`config.mk`:
```
export PLATFORM = sky130hd
export DESIGN_NAME = bcd_scan_decoder_flat
export DESIGN_NICKNAME = d
export VERILOG_FILES = /design/src/rtl/bcd_scan_decoder_pkg.sv /design/src/rtl/bcd_scan_decoder_if.sv /design/src/rtl/bcd_scan_decoder_digit_decode.sv /design/src/rtl/bcd_scan_decoder.sv /design/src/flat_wrapper.sv
export SDC_FILE = /design/constraint.sdc
export NUM_CORES = 1
export LEC_CHECK = 0
export BUFFER_PORTS_ARGS = -buffer_cell sky130_fd_sc_hd__buf_2
export CORE_UTILIZATION = 45
export DETAILED_ROUTE_END_ITERATION = 6
export PLACE_DENSITY = 0.69
export SLEW_MARGIN = 20
export SYNTH_ARGS = -nofsm -noshare
export SYNTH_HDL_FRONTEND = slang
export SYNTH_HIERARCHICAL = 1
export SYNTH_SLANG_ARGS = --single-unit
export TNS_END_PERCENT = 100
```
`constraint.sdc`:
```
create_clock -name clk -period 1.9 [get_ports clk]
set_input_delay 0 -clock clk [delete_from_list [all_inputs] [get_ports clk]]
set_output_delay 0 -clock clk [all_outputs]
set_load 0.01 [all_outputs]
```
`src/rtl/bcd_scan_decoder_pkg.sv`:
```
// Shared widths and limits for the scanned BCD decoder.
package bcd_scan_decoder_pkg;
  localparam int BCD_W   = 4;
  localparam int DEC_W   = 10;
  localparam int BCD_MAX = 9;
endpackage

```
`src/rtl/bcd_scan_decoder_if.sv`:
```
// Digit snapshot inputs and scanned display outputs of the BCD scan decoder.
interface bcd_scan_decoder_if
  import bcd_scan_decoder_pkg::*;
#(
  parameter int NUM_DIGITS = 4
) ();
  logic [BCD_W*NUM_DIGITS-1:0] bcd_in;
  logic                        load;
  logic                        blank_lz;
  logic [DEC_W-1:0]            dec_out;
  logic [NUM_DIGITS-1:0]       dig_sel;
  logic                        invalid_out;
  logic                        err_sticky;
  logic                        frame_done;

  modport master (
    output bcd_in, load, blank_lz,
    input  dec_out, dig_sel, invalid_out, err_sticky, frame_done
  );

  modport slave (
    input  bcd_in, load, blank_lz,
    output dec_out, dig_sel, invalid_out, err_sticky, frame_done
  );
endinterface

```
`src/rtl/bcd_scan_decoder_digit_decode.sv`:
```
// One BCD digit to one-hot decimal; codes above 9 give no one-hot bit and raise invalid.
module bcd_digit_decode
  import bcd_scan_decoder_pkg::*;
(
  input  logic [BCD_W-1:0] digit,
  output logic [DEC_W-1:0] dec,
  output logic             invalid
);
  always_comb begin
    dec     = '0;
    invalid = 1'b0;
    if (digit <= BCD_W'(BCD_MAX))
      dec = DEC_W'(1) << digit;
    else
      invalid = 1'b1;
  end
endmodule

```
`src/rtl/bcd_scan_decoder.sv`:
```
// Scans a snapshot of NUM_DIGITS BCD digits at a prescaled rate, driving one-hot
// decimal and digit select with invalid detection and optional leading-zero blanking.
module bcd_scan_decoder
  import bcd_scan_decoder_pkg::*;
#(
  parameter int NUM_DIGITS = 4,
  parameter int PRESCALE   = 1000
) (
  input logic                 clk,
  input logic                 rst,
  bcd_scan_decoder_if.slave   bus
);
  localparam int IDX_W = (NUM_DIGITS > 1) ? $clog2(NUM_DIGITS) : 1;
  localparam int PS_W  = (PRESCALE > 1) ? $clog2(PRESCALE) : 1;

  logic [BCD_W*NUM_DIGITS-1:0] snapshot;
  logic [PS_W-1:0]             ps_cnt;
  logic [IDX_W-1:0]            idx;
  logic                        tick;

  logic [BCD_W-1:0]      digits [NUM_DIGITS];
  logic [NUM_DIGITS-1:0] lz_mask;
  logic [BCD_W-1:0]      cur_digit;
  logic [DEC_W-1:0]      cur_dec;
  logic                  cur_invalid;
  logic                  blank;

  logic [DEC_W-1:0]      dec_q;
  logic [NUM_DIGITS-1:0] sel_q;
  logic                  invalid_q;
  logic                  err_q;
  logic                  frame_q;

  assign tick = (ps_cnt == PS_W'(PRESCALE - 1));

  always_comb begin
    for (int i = 0; i < NUM_DIGITS; i++)
      digits[i] = snapshot[i*BCD_W +: BCD_W];
  end

  // lz_mask[i] is set while digits NUM_DIGITS-1..i are all zero; an invalid code ends the run
  always_comb begin
    logic run;
    lz_mask = '0;
    run     = 1'b1;
    for (int i = NUM_DIGITS - 1; i >= 0; i--) begin
      run        = run & (digits[i] == '0);
      lz_mask[i] = run;
    end
  end

  assign cur_digit = digits[idx];
  assign blank     = bus.blank_lz & lz_mask[idx] & (idx != '0);

  bcd_digit_decode u_decode (
    .digit   (cur_digit),
    .dec     (cur_dec),
    .invalid (cur_invalid)
  );

  always_ff @(posedge clk or posedge rst) begin
    if (rst) begin
      snapshot  <= '0;
      ps_cnt    <= '0;
      idx       <= '0;
      dec_q     <= '0;
      sel_q     <= '0;
      invalid_q <= 1'b0;
      err_q     <= 1'b0;
      frame_q   <= 1'b0;
    end else begin
      if (bus.load)
        snapshot <= bus.bcd_in;

      if (tick)
        ps_cnt <= '0;
      else
        ps_cnt <= ps_cnt + PS_W'(1);

      frame_q <= 1'b0;
      if (tick) begin
        dec_q     <= blank ? '0 : cur_dec;
        invalid_q <= blank ? 1'b0 : cur_invalid;
        sel_q     <= NUM_DIGITS'(1) << idx;
        frame_q   <= (idx == IDX_W'(NUM_DIGITS - 1));
        if (idx == IDX_W'(NUM_DIGITS - 1))
          idx <= '0;
        else
          idx <= idx + IDX_W'(1);
      end

      // A tick showing an invalid digit outranks a clearing load on the same edge
      if (tick && !blank && cur_invalid)
        err_q <= 1'b1;
      else if (bus.load)
        err_q <= 1'b0;
    end
  end

  assign bus.dec_out     = dec_q;
  assign bus.dig_sel     = sel_q;
  assign bus.invalid_out = invalid_q;
  assign bus.err_sticky  = err_q;
  assign bus.frame_done  = frame_q;
endmodule

```
`src/flat_wrapper.sv`:
```
// flat-port wrapper written by rule: the top's interface ports become plain ports
module bcd_scan_decoder_flat import bcd_scan_decoder_pkg::*;
#(
  parameter int NUM_DIGITS = 4,
  parameter int PRESCALE   = 1000
)
  (clk, rst, bus_bcd_in, bus_load, bus_blank_lz, bus_dec_out, bus_dig_sel, bus_invalid_out, bus_err_sticky, bus_frame_done);
  bcd_scan_decoder_if #(.NUM_DIGITS(NUM_DIGITS)) bus_i ();
  input logic clk;
  input logic rst;
  input wire logic [$bits(bus_i.bcd_in)-1:0] bus_bcd_in;
  input wire logic [$bits(bus_i.load)-1:0] bus_load;
  input wire logic [$bits(bus_i.blank_lz)-1:0] bus_blank_lz;
  output wire logic [$bits(bus_i.dec_out)-1:0] bus_dec_out;
  output wire logic [$bits(bus_i.dig_sel)-1:0] bus_dig_sel;
  output wire logic [$bits(bus_i.invalid_out)-1:0] bus_invalid_out;
  output wire logic [$bits(bus_i.err_sticky)-1:0] bus_err_sticky;
  output wire logic [$bits(bus_i.frame_done)-1:0] bus_frame_done;
  assign bus_i.bcd_in = bus_bcd_in;
  assign bus_i.load = bus_load;
  assign bus_i.blank_lz = bus_blank_lz;
  assign bus_dec_out = bus_i.dec_out;
  assign bus_dig_sel = bus_i.dig_sel;
  assign bus_invalid_out = bus_i.invalid_out;
  assign bus_err_sticky = bus_i.err_sticky;
  assign bus_frame_done = bus_i.frame_done;
  bcd_scan_decoder #(.NUM_DIGITS(NUM_DIGITS), .PRESCALE(PRESCALE)) u_core (.clk(clk), .rst(rst), .bus(bus_i));
endmodule
```
Word-level counts from Yosys, hierarchy flattened
Cells that the tools add are included.
Word-level totals
  flip-flop bits (word level): 45
  input bits: 20
  output and inout bits: 17
  word-level logic and storage cells: 46
Cells by class
  $add $sub $neg: 2
  magnitude comparators: 3
  equality and inequality tests: 2
  shift-type cells: 2
  multiplexer cells: 14
  bitwise logic cells: 6
  reduce and logical (&&, ||, !) cells: 9
Operator list (count)
  $mux 10: 3
  $logic_not 4->1: 4
  $add 10x1->10 const B: 1
  $eq 10x10->1 const B: 1
  $shl 1x4->10 const A: 1
  $bmux 4 s2: 1
  $mux 4: 2
  $mux 1: 6
  $and 1x1->1: 5
  $le 4x4->1 const B: 1
  $reduce_bool 2->1: 2
  $shl 1x2->4 const A: 1
  $ge 3x3->1 const B: 1
  $lt 2x3->1 const B: 1
  $not 2->3: 1
  $add 2x1->2 const B: 1
  $bmux 1 s2: 1
  $eq 2x2->1 const B: 1
  $logic_and 1x1->1: 2
  $mux 2: 1
  $logic_not 1->1: 1

Longest topological paths before layout
Gate-level depths: netlist of the first run.
  depth in word-level cells: 12
  depth in mapped cells: 7
  gate-level depth less buffers: 5

Hierarchy
The synthesis of the first run kept the hierarchy.
Modules (own cells, without submodules)
  bcd_scan_decoder: times used 1, cells each 174, area an instance 1976.9 um^2, sequential area each 1126.1 um^2
  bcd_digit_decode: times used 1, cells each 15, area an instance 177.7 um^2, sequential area each 0.0 um^2

Least setup slack after synthesis of the first run
Ideal clock, no wire load.
  kind: register to register
  start point: register u_core.idx[0]
  end point: register u_core.dec_q[8], in the netlist u_core/bus.dec_out[8]
  library setup time: 0.083 ns
  arrival: 1.769 ns
  data required time: 1.817 ns
  path slack: 0.048 ns
  cell stages (with the launch flop): 7
  buffers on the path: 2
  clock period less this slack: 1.852 ns
  cell sequence: dfrtp_1 -> clkbuf_1 -> mux4_2 -> buf_4 -> nor4b_2 -> nand2_1 -> o21ai_0
Between the ends
  cells in the longest elaborated chain, start to end: 7
  elaborated cells between the ends (all ways): 13
  those cells by class: order compare (1); shift (1); mux (7); bitwise (3); reduce/logical (1)
Ends and longest elaborated chain
  start: declaration: RTL line bcd_scan_decoder.sv:18  | logic [IDX_W-1:0] idx;
  start signal: assignment: RTL line bcd_scan_decoder.sv:89  | idx <= idx + IDX_W'(1);
  $not 2->3 (not written as such) *: RTL line bcd_scan_decoder.sv:52  | assign cur_digit = digits[idx];
  $bmux 4 s2 *: RTL line bcd_scan_decoder.sv:52
  $mux 4 (not written as such) * (2 in a row): RTL line bcd_scan_decoder.sv:52
  net u_core.cur_digit[0]: RTL line bcd_scan_decoder.sv:23  | logic [BCD_W-1:0] cur_digit;
  $le 4x4->1 / $shl 1x4->10 (equally long branches): RTL line bcd_scan_decoder_digit_decode.sv:12, bcd_scan_decoder_digit_decode.sv:13
  $mux 10 *: RTL line bcd_scan_decoder_digit_decode.sv:12  | if (digit <= BCD_W'(BCD_MAX))
  net u_core.cur_dec[8]: RTL line bcd_scan_decoder.sv:24  | logic [DEC_W-1:0] cur_dec;
  $mux 10 *: RTL line bcd_scan_decoder.sv:82  | dec_q <= blank ? '0 : cur_dec;
  end signal: assignment: RTL line bcd_scan_decoder.sv:82
  end: declaration: RTL line bcd_scan_decoder.sv:28  | logic [DEC_W-1:0] dec_q;
The timed path passes the listed nets; every way through them passes the cells marked *. The select of a mux whose other input is x is not followed.
A chain may end at the register's enable or synchronous reset.

Worst setup path in the final report of the first run
  start point: register u_core.ps_cnt[0]
  end point: register u_core.sel_q[3], in the netlist u_core/bus.dig_sel[3]
Between the ends
  cells in the longest elaborated chain, start to end: 1
Ends and longest elaborated chain
  start: declaration: RTL line bcd_scan_decoder.sv:17  | logic [PS_W-1:0] ps_cnt;
  start signal: assignment: RTL line bcd_scan_decoder.sv:78  | ps_cnt <= ps_cnt + PS_W'(1);
  $eq 10x10->1: RTL line bcd_scan_decoder.sv:34  | assign tick = (ps_cnt == PS_W'(PRESCALE - 1));
  end signal: assignment: RTL line bcd_scan_decoder.sv:84  | sel_q <= NUM_DIGITS'(1) << idx;
  end: declaration: RTL line bcd_scan_decoder.sv:29  | logic [NUM_DIGITS-1:0] sel_q;
Every way passes these cells.

==> results.toml, run 1 <==
[place]
hpwl_um = 2900
dp_cells = 270
port_buffers = 36
gp_congestion = 0.769

[floorplan]
io_pins = 37
die-area_um2 = 5070
fp.dieW_um = 71.2
rows = 24
start_util_pct = 48.2
die_h_um = 71.2
core_um2 = 4470

[sta]
fin_crit_sh_pct = 93.3
holdWs_ns = 0.180
rsz0062_at_grt = "false"
maxSlewViolCount = 0
fmax_ghz = 0.564
setup_tns_ns = 0
worst_slew_pin_slew_ns = 0.868
setup_violations = 0
max_slew_margin_pct = 41.7
hold_viol_final = 0
fin_crit_ns = 1.77
skew_ns = 0.00675

[clocking]
worstSkewPairLatency_ns = 0.30
htreeDepth = 2
cts.path.max_buffers = 2
cts_tree = "done"
postCtsSetupRepairBufs = 0
cts_made_buffers = 5
cts_root_buf = "clkbuf_8"
cts_sinks = 45
clk_pin_slew_ns = 0.08

[power_and_ir_drop]
p_per_area_nw_per_um2 = 671
peakVddDrop_v = 0.000388
total_power_uw = 1770
leakage_uw = 0.00115

[critical_path]
end_kind = "register"
worstPathMaxFanout = 16
worstPathArrival_ns = 1.96
critPathTopFamily = "simple AND/OR/NAND/NOR gates"
critPathMaxStageDelay_ns = 0.55
start_kind = "register"
cp.required_ns = 2.09
crit_path_cell_trace = "ha_1 > nand2_2 > or4_1 > buf_4 > a21o_1"
slowest_stage = "or4_1"
critPathBufInv = 1
worst-r2r-setup-slack_ns = 0.13
startpoint = "u_core/ps_cnt[0]"
reg2reg_from = "u_core/ps_cnt[0]"
worstSetupPathType = "reg2reg"

[routing]
vias = 1594
drc = 2
wl_per_cell_um = 14.0
first_iter_violations = 119
viasPerCell = 5.40
drt-total-wl_um = 4140
final_antenna_net_count = 0
firstDrtPassIters = 6

[synthesis]
syn_inst = 189
synth_edf_count = 0
syn_avg_cell_area_um2 = 11.4
ys_async_sr_fraction_pct = 100
yosysSeqAreaShare_pct = 52.3
ys_seq_elements = 45
synth_top_area_cell = "dfrtp_1"
synth_nets = 214
synth_area_leaders = "dfrtp_1 52%, mux2_2 8.4%, nand2_1 5.9%, mux4_2 4.2%, ha_1 2.9%"
synth_ff_type = "dfrtp_1"
yosysTopAreaCellShare_pct = 52.3
synth_cell_types = 36
yosys_warnings = 6
syn_area_um2 = 2150

[cells_and_area]
num_antenna_cells = 0
drive_above_1_share_pct = 33.3
nNetsFinal = 267
fin_util_pct = 58.8
fin_cells = 295
area_delta_synth_final_pct = 22.2

[global_routing]
grt_pass1_vias = 1461
grt_pass1_wl_um = 6970
grt_max_degree = 24
grt_use_total_pct = 17.9
antenna_found_initial = 0
gr-total-overflow = 0

[job]
cap_violations = 0

[hold_path]
min_from = "bus_load"
hp-class = "in2reg"

[run_status]
status = "finished with violations"
violations = "design-rule violations"
worst register-to-register path, stage by stage, from the launching register on:
cell,delay [ns]
dfrtp_1,0.37
ha_1,0.23
nand2_2,0.11
or4_1,0.55
buf_4,0.22
a21o_1,0.18
cell type report:
class                   instances  area, um^2
clock buffers                   6        72.6
well taps                      52        65.1
clock inverters                 2        10.0
fillers                       380        1840
inverters                       5        18.8
multi-input cells             127         937
repair buffers                 58         400
flip-flops and latches         45        1130
registers in the layout (all words and copies together), names as in the netlist:
signal,flops
u_core/bus.frame_done,1
u_core/bus.dec_out,10
u_core/bus.invalid_out,1
u_core/ps_cnt,10
u_core/bus.dig_sel,4
u_core/bus.err_sticky,1
u_core/snapshot,16
u_core/idx,2
power by group:
group | leakage (uW) | internal [uW] | switching (uW) | total (uW)
combinational | 0.000590 | 101 | 75.2 | 177
sequential | 0.000517 | 991 | 32.1 | 1020
clock | 0.0000450 | 255 | 312 | 567
cells in the mapped netlist (2+ instances only):
master	instances
nor4_1	4
nor4b_2	4
nor2_1	7
mux2_2	16
buf_2	4
and4bb_2	4
or3_1	3
xnor2_1	4
mux4_2	4
nor4_2	2
inv_1	5
xor2_1	2
and2_1	2
buf_6	2
nor3_1	2
dfrtp_1	45
o21ai_0	9
o21ai_1	6
nand2_1	34
buf_4	2
clkbuf_1	3
a21oi_1	4
ha_1	5
nand3_1	4
cells by family after synthesis:
family,count (synthesis),share of synthesized area [%]
AND/OR/NAND/NOR,72,19.5
flip-flops,45,52.3
AO/OA/AOI/OAI,24,6.16
multiplexers,20,12.5
buffers and inverters,17,4.24
XOR/XNOR,6,2.44
adder cells (fa/ha/maj),5,2.90
stage by stage:
stage | area (um^2) | setup slack [ns]
final | 2630 | 0.127
after global routing | 2630 | 0.0123
after CTS | 2630 | 0.0481
after detailed placement | 2380 | 0.0723
after global placement | 2380 | 0.111
after floorplan | 2150 | 0.0483
per-layer routing:
metal	up-vias	wire (um)	GRT usage, %
met4	0	91	8.67
met2	38	1910	26.8
met1	778	2000	24.8
met5	-	0	0
met3	10	140	3.70
li1	768	-	-
final timing paths:
path / to / depth (start not counted)
max: u_core/bus.dig_sel[3] / 5
min: u_core/bus.err_sticky / 2
max reg2reg: u_core/bus.dig_sel[3] / 5
min reg2reg: u_core/ps_cnt[0] / 1
max in group asynchronous: u_core/bus.dec_out[8] / 4
min in group asynchronous: u_core/snapshot[13] / 3
layout by cell type, fill, tap and decap left out, drive strengths merged, types with 5 or more instances in the layout:
| cell | synthesis | layout |
|---|---|---|
| nor2 | 7 | 7 |
| nand2 | 35 | 35 |
| o21ai | 15 | 15 |
| mux2 | 16 | 16 |
| ha | 5 | 5 |
| dfrtp | 45 | 45 |
| clkbuf | 3 | 6 |
| nor4 | 6 | 6 |
| dlygate4sd3 | 0 | 17 |
| buf | 9 | 41 |
repair_timing:
action                                  4_1_cts  5_1_grt
endpoints found under the setup margin        0       12
hold endpoints to repair                     38        0
resized for setup                             0        2
hold buffers                                 17        0
No activity file was read; power rests on OpenSTA's default activity.
==> run 2, diff against run 1 <==
--- a/config.mk
+++ b/config.mk
@@ -7,7 +7,9 @@
 export LEC_CHECK = 0
 export BUFFER_PORTS_ARGS = -buffer_cell sky130_fd_sc_hd__buf_2
 export CORE_UTILIZATION = 45
+export CTS_BUF_LIST = sky130_fd_sc_hd__clkbuf_8
 export DETAILED_ROUTE_END_ITERATION = 6
+export GPL_TIMING_DRIVEN = 0
 export PLACE_DENSITY = 0.69
 export SLEW_MARGIN = 20
 export SYNTH_ARGS = -nofsm -noshare
==> results.toml, run 2 (synthesis results as in run 1) <==
[run_status]
status = "finished with violations"
violations = "design-rule violations"

[global_routing]
grt_use_total_pct = 18.0
grt_pass1_wl_um = 7000
gr-total-overflow = 0
antenna_found_initial = 0
grt_pass1_vias = 1495
grt_max_degree = 25

[sta]
fin_crit_ns = 1.82
setup_violations = 0
worst_slew_pin_slew_ns = 0.539
fmax_ghz = 0.548
max_slew_margin_pct = 64.0
setup_tns_ns = 0
hold_viol_final = 0
fin_crit_sh_pct = 96.0
maxSlewViolCount = 0
skew_ns = 0.00312
worst_slack_ns = 0.0754

[place]
place_ws_ns = -0.211
gp_congestion = 0.794
port_buffers = 35
place_area_um2 = 2420
dp_cells = 277
hpwl_um = 2870

[cells_and_area]
regMostFlops = "u_core/snapshot"
drive_above_1_share_pct = 36.0
final_common_cell = "dfrtp_1"
final_cell_mix = "44 x dfrtp_1, 36 x buf_2, 34 x nand2_1"
final_cell_area_um2 = 2760
largest_reg_flops = 16
area_delta_synth_final_pct = 28.2
nNetsFinal = 274
num_antenna_cells = 0
fin_util_pct = 61.7
fin_cells = 302

[power_and_ir_drop]
pwr-share-seq_pct = 52.3
switchingPower_uw = 420
power.internal_uw = 1530
p_comb_share_pct = 10.0
peakVddDrop_v = 0.000420
clockPowerShare_pct = 37.7
leakage_uw = 0.00121
p_per_area_nw_per_um2 = 706
swShare_pct = 21.5

[routing]
drc = 2
vias = 1598
drt-total-wl_um = 4090
first_iter_violations = 66
viasPerCell = 5.29
final_antenna_net_count = 0
firstDrtPassIters = 6
wl_per_cell_um = 13.5

[floorplan]
die_h_um = 71.2
fp.dieW_um = 71.2
die-area_um2 = 5070
io_pins = 37
core_um2 = 4470
rows = 24
start_util_pct = 48.2

[clocking]
htreeDepth = 2
cts_tree = "done"
clk_pin_slew_ns = 0.08
cts_root_buf = "clkbuf_8"
worstSkewPairLatency_ns = 0.29
cts.path.max_buffers = 2
cts_made_buffers = 5
cts_sinks = 45

[hold_path]
min_from = "bus_blank_lz"
holdPathStages = 4
hp-class = "in2reg"

[critical_path]
cp.required_ns = 2.12
start_kind = "register"
worstSetupPathType = "reg2reg"
worstPathMaxFanout = 8
end_kind = "register"
reg2regPathDepth = 6
reg2reg_from = "u_core/ps_cnt[0]"
startpoint = "u_core/ps_cnt[0]"
worstPathArrival_ns = 2.05

[job]
cap_violations = 0
==> run 2: per-stage QoR <==
step	hold WS [ns]	power (uW)
final	0.102	1950
after global routing	0.135	2040
after CTS	0.120	1970
after detailed placement	0.0612	1210
after global placement	0.232	1200
after floorplan	0.152	1150
==> run 2: layout make-up <==
type / count / area (um^2)
buffer: 11 / 81.3
clock buffer: 6 / 82.6
clock inverter: 2 / 33.8
fill: 380 / 1710
inverter: 5 / 18.8
multi-input combinational: 127 / 973
sequential: 45 / 1130
tap: 52 / 65.1
timing repair buffer: 54 / 380
==> run 2: power groups by stage <==
stage	clock [uW]	combinational (uW)	sequential, uW
global route	794	214	1030
finish	735	196	1020
CTS	758	195	1020
floorplan	0	125	1030
global placement	0	158	1040
detailed placement	0	169	1040
==> run 2: worst paths after layout <==
check	slack (ns)	to
max	0.08	u_core/idx[0]
min	0.10	u_core/bus.dec_out[8]
max reg2reg	0.08	u_core/idx[0]
min reg2reg	0.48	u_core/bus.dec_out[4]
max in group asynchronous	1.15	u_core/bus.dec_out[4]
min in group asynchronous	0.27	u_core/snapshot[12]
==> run 2: worst max-delay path, stage by stage, from the launching register on <==
cell and delay (ns):
dfrtp_1 0.42, ha_4 0.18, nand2_2 0.10, or4_4 0.53, buf_6 0.15, or3_1 0.31
o21ai_1 0.08
==> run 2: per-layer routing <==
metal / vias up / GRT usage (%) / part of all wire, %
li1: 780 / - / -
met2: 40 / 26.7 / 46
met3: 7 / 4.13 / 3.7
met5: - / 0 / 0
met1: 771 / 25.7 / 49
met4: 0 / 6.89 / 2.0
==> run 2: what timing repair did <==
action | in CTS | in global routing
hold endpoints to repair | 37 | 0
setup buffers | 0 | 1
pin swaps | 0 | 1
hold buffers | 17 | 0
setup endpoints to repair | 15 | 21
resized for setup | 2 | 13
==> run 3, diff against run 2 <==
--- a/config.mk
+++ b/config.mk
@@ -6,11 +6,11 @@
 export NUM_CORES = 1
 export LEC_CHECK = 0
 export BUFFER_PORTS_ARGS = -buffer_cell sky130_fd_sc_hd__buf_2
-export CORE_UTILIZATION = 45
+export CORE_UTILIZATION = 50
 export CTS_BUF_LIST = sky130_fd_sc_hd__clkbuf_8
 export DETAILED_ROUTE_END_ITERATION = 6
 export GPL_TIMING_DRIVEN = 0
-export PLACE_DENSITY = 0.69
+export PLACE_DENSITY = 0.75
 export SLEW_MARGIN = 20
 export SYNTH_ARGS = -nofsm -noshare
 export SYNTH_HDL_FRONTEND = slang
==> results.toml, run 3 (synthesis results as in run 1) <==
[sta]
max_slew_margin_pct = 64.5
worst_slew_pin_slew_ns = 0.533
maxSlewViolCount = 0
hold_viol_final = 0
skew_ns = 0.00470
fin_crit_sh_pct = 98.5
holdWs_ns = 0.136
setup_violations = 0
rsz0062_at_grt = "false"
fmax_ghz = 0.534
setup_tns_ns = 0
fin_crit_ns = 1.87

[floorplan]
start_util_pct = 53.1
io_pins = 37
die-area_um2 = 4580
fp.dieW_um = 67.6
rows = 23
core_um2 = 4060
die_h_um = 67.6

[critical_path]
worstSetupPathType = "reg2reg"
worstPathArrival_ns = 2.04
cp.required_ns = 2.07
end_kind = "register"
worst-r2r-setup-slack_ns = 0.03
worstPathMaxFanout = 10
start_kind = "register"

[clocking]
htreeDepth = 2
clk_pin_slew_ns = 0.08
worstSkewPairLatency_ns = 0.29
cts_made_buffers = 5
cts.path.max_buffers = 2
cts_sinks = 45
cts_root_buf = "clkbuf_8"
cts_tree = "done"

[global_routing]
grt_pass1_wl_um = 7120
grt.busiest_layer = "met2"
antenna_found_initial = 0
grt_max_degree = 28
gr-total-overflow = 0
grt_use_total_pct = 21.8
grt_pass1_vias = 1562
use_met3_pct = 5.07
use_met1_pct = 27.3
met2_usage_pct = 35.1

[cells_and_area]
area_delta_synth_final_pct = 26.5
num_antenna_cells = 0
num-fill-cells = 311
drive_above_1_share_pct = 36.0
regMostFlops = "u_core/snapshot"
largest_reg_flops = 16
nNetsFinal = 276
final_common_cell = "dfrtp_1"
fin_cells = 300
final_cell_mix = "43 x dfrtp_1, 36 x buf_2, 34 x nand2_1"

[routing]
viasPerCell = 5.41
vias = 1624
final_antenna_net_count = 0
drt-total-wl_um = 4470
wl_per_cell_um = 14.9
first_iter_violations = 144
firstDrtPassIters = 4
drc = 0

[power_and_ir_drop]
leakage_uw = 0.00121
p_per_area_nw_per_um2 = 644
peakVddDrop_v = 0.000402

[place]
dp_cells = 275
hpwl_um = 2930
gp_congestion = 0.813
port_buffers = 35

[job]
cap_violations = 0

[hold_path]
hp-class = "in2reg"

[run_status]
status = "finished clean"
==> run 3: area by class of cell <==
type                    count  area (um^2)  share of cell area (%)
flip-flops and latches     45         1130                    41.4
multi-input cells         127          977                    35.8
repair buffers             56          388                    14.2
plain buffers              11         77.6                    2.85
clock buffers               5         68.8                    2.52
well taps                  50         62.6                    2.29
inverters                   5         18.8                   0.688
clock inverters             1         5.00                   0.184
==> run 3: path summary, 6_finish.rpt <==
kind                                             from  depth (start not counted)                    end
worst max-delay path               u_core/snapshot[8]                          5  u_core/bus.dec_out[6]
worst min-delay path                     bus_blank_lz                          4  u_core/bus.dec_out[8]
worst max register to register     u_core/snapshot[8]                          5  u_core/bus.dec_out[6]
worst min register to register  u_core/bus.dig_sel[3]                          1  u_core/bus.dig_sel[3]
max in group asynchronous                         rst                          4          u_core/idx[1]
min in group asynchronous                         rst                          3    u_core/snapshot[14]
==> run 3: report_power, final <==
part	switching, uW	internal [uW]
sequential	32.2	991
combinational	82.8	116
clock	292	242
total	407	1350
==> run 3: critical path: stages, from the launching register on <==
cell,delay [ns]
dfrtp_1,0.42
nor4_1,0.43
o21ai_0,0.20
a211oi_2,0.33
clkbuf_4,0.26
o21ai_0,0.11
==> run 3: timing repair <==
item / CTS / global route
pin swaps: 0 / 1
endpoints found under the setup margin: 12 / 21
hold endpoints to repair: 34 / 0
gates resized for setup: 2 / 12
hold buffers: 17 / 0
buffers inserted: 0 / 3
==> run 3: stage by stage <==
step | total power, uW | cell area, um^2 | worst slack (ns) | utilization (%)
2_1_floorplan | 1150 | 2150 | 0.0483 | -
3_5_place_dp | 1210 | 2410 | -0.252 | 59.5
4_1_cts | 1770 | 2660 | 0.00346 | 65.4
5_1_grt | 1830 | 2730 | 0.00799 | 67.2
6_report | 1760 | 2730 | 0.0280 | 67.2
3_3_place_gp | 1190 | 2390 | -0.201 | 59.0
==> run 3: routing by layer <==
metal  vias up  share of wire (%)
met5         -                  0
met4         0                2.5
met3        11                3.6
met2        51                 51
met1       776                 43
li1        786                  -
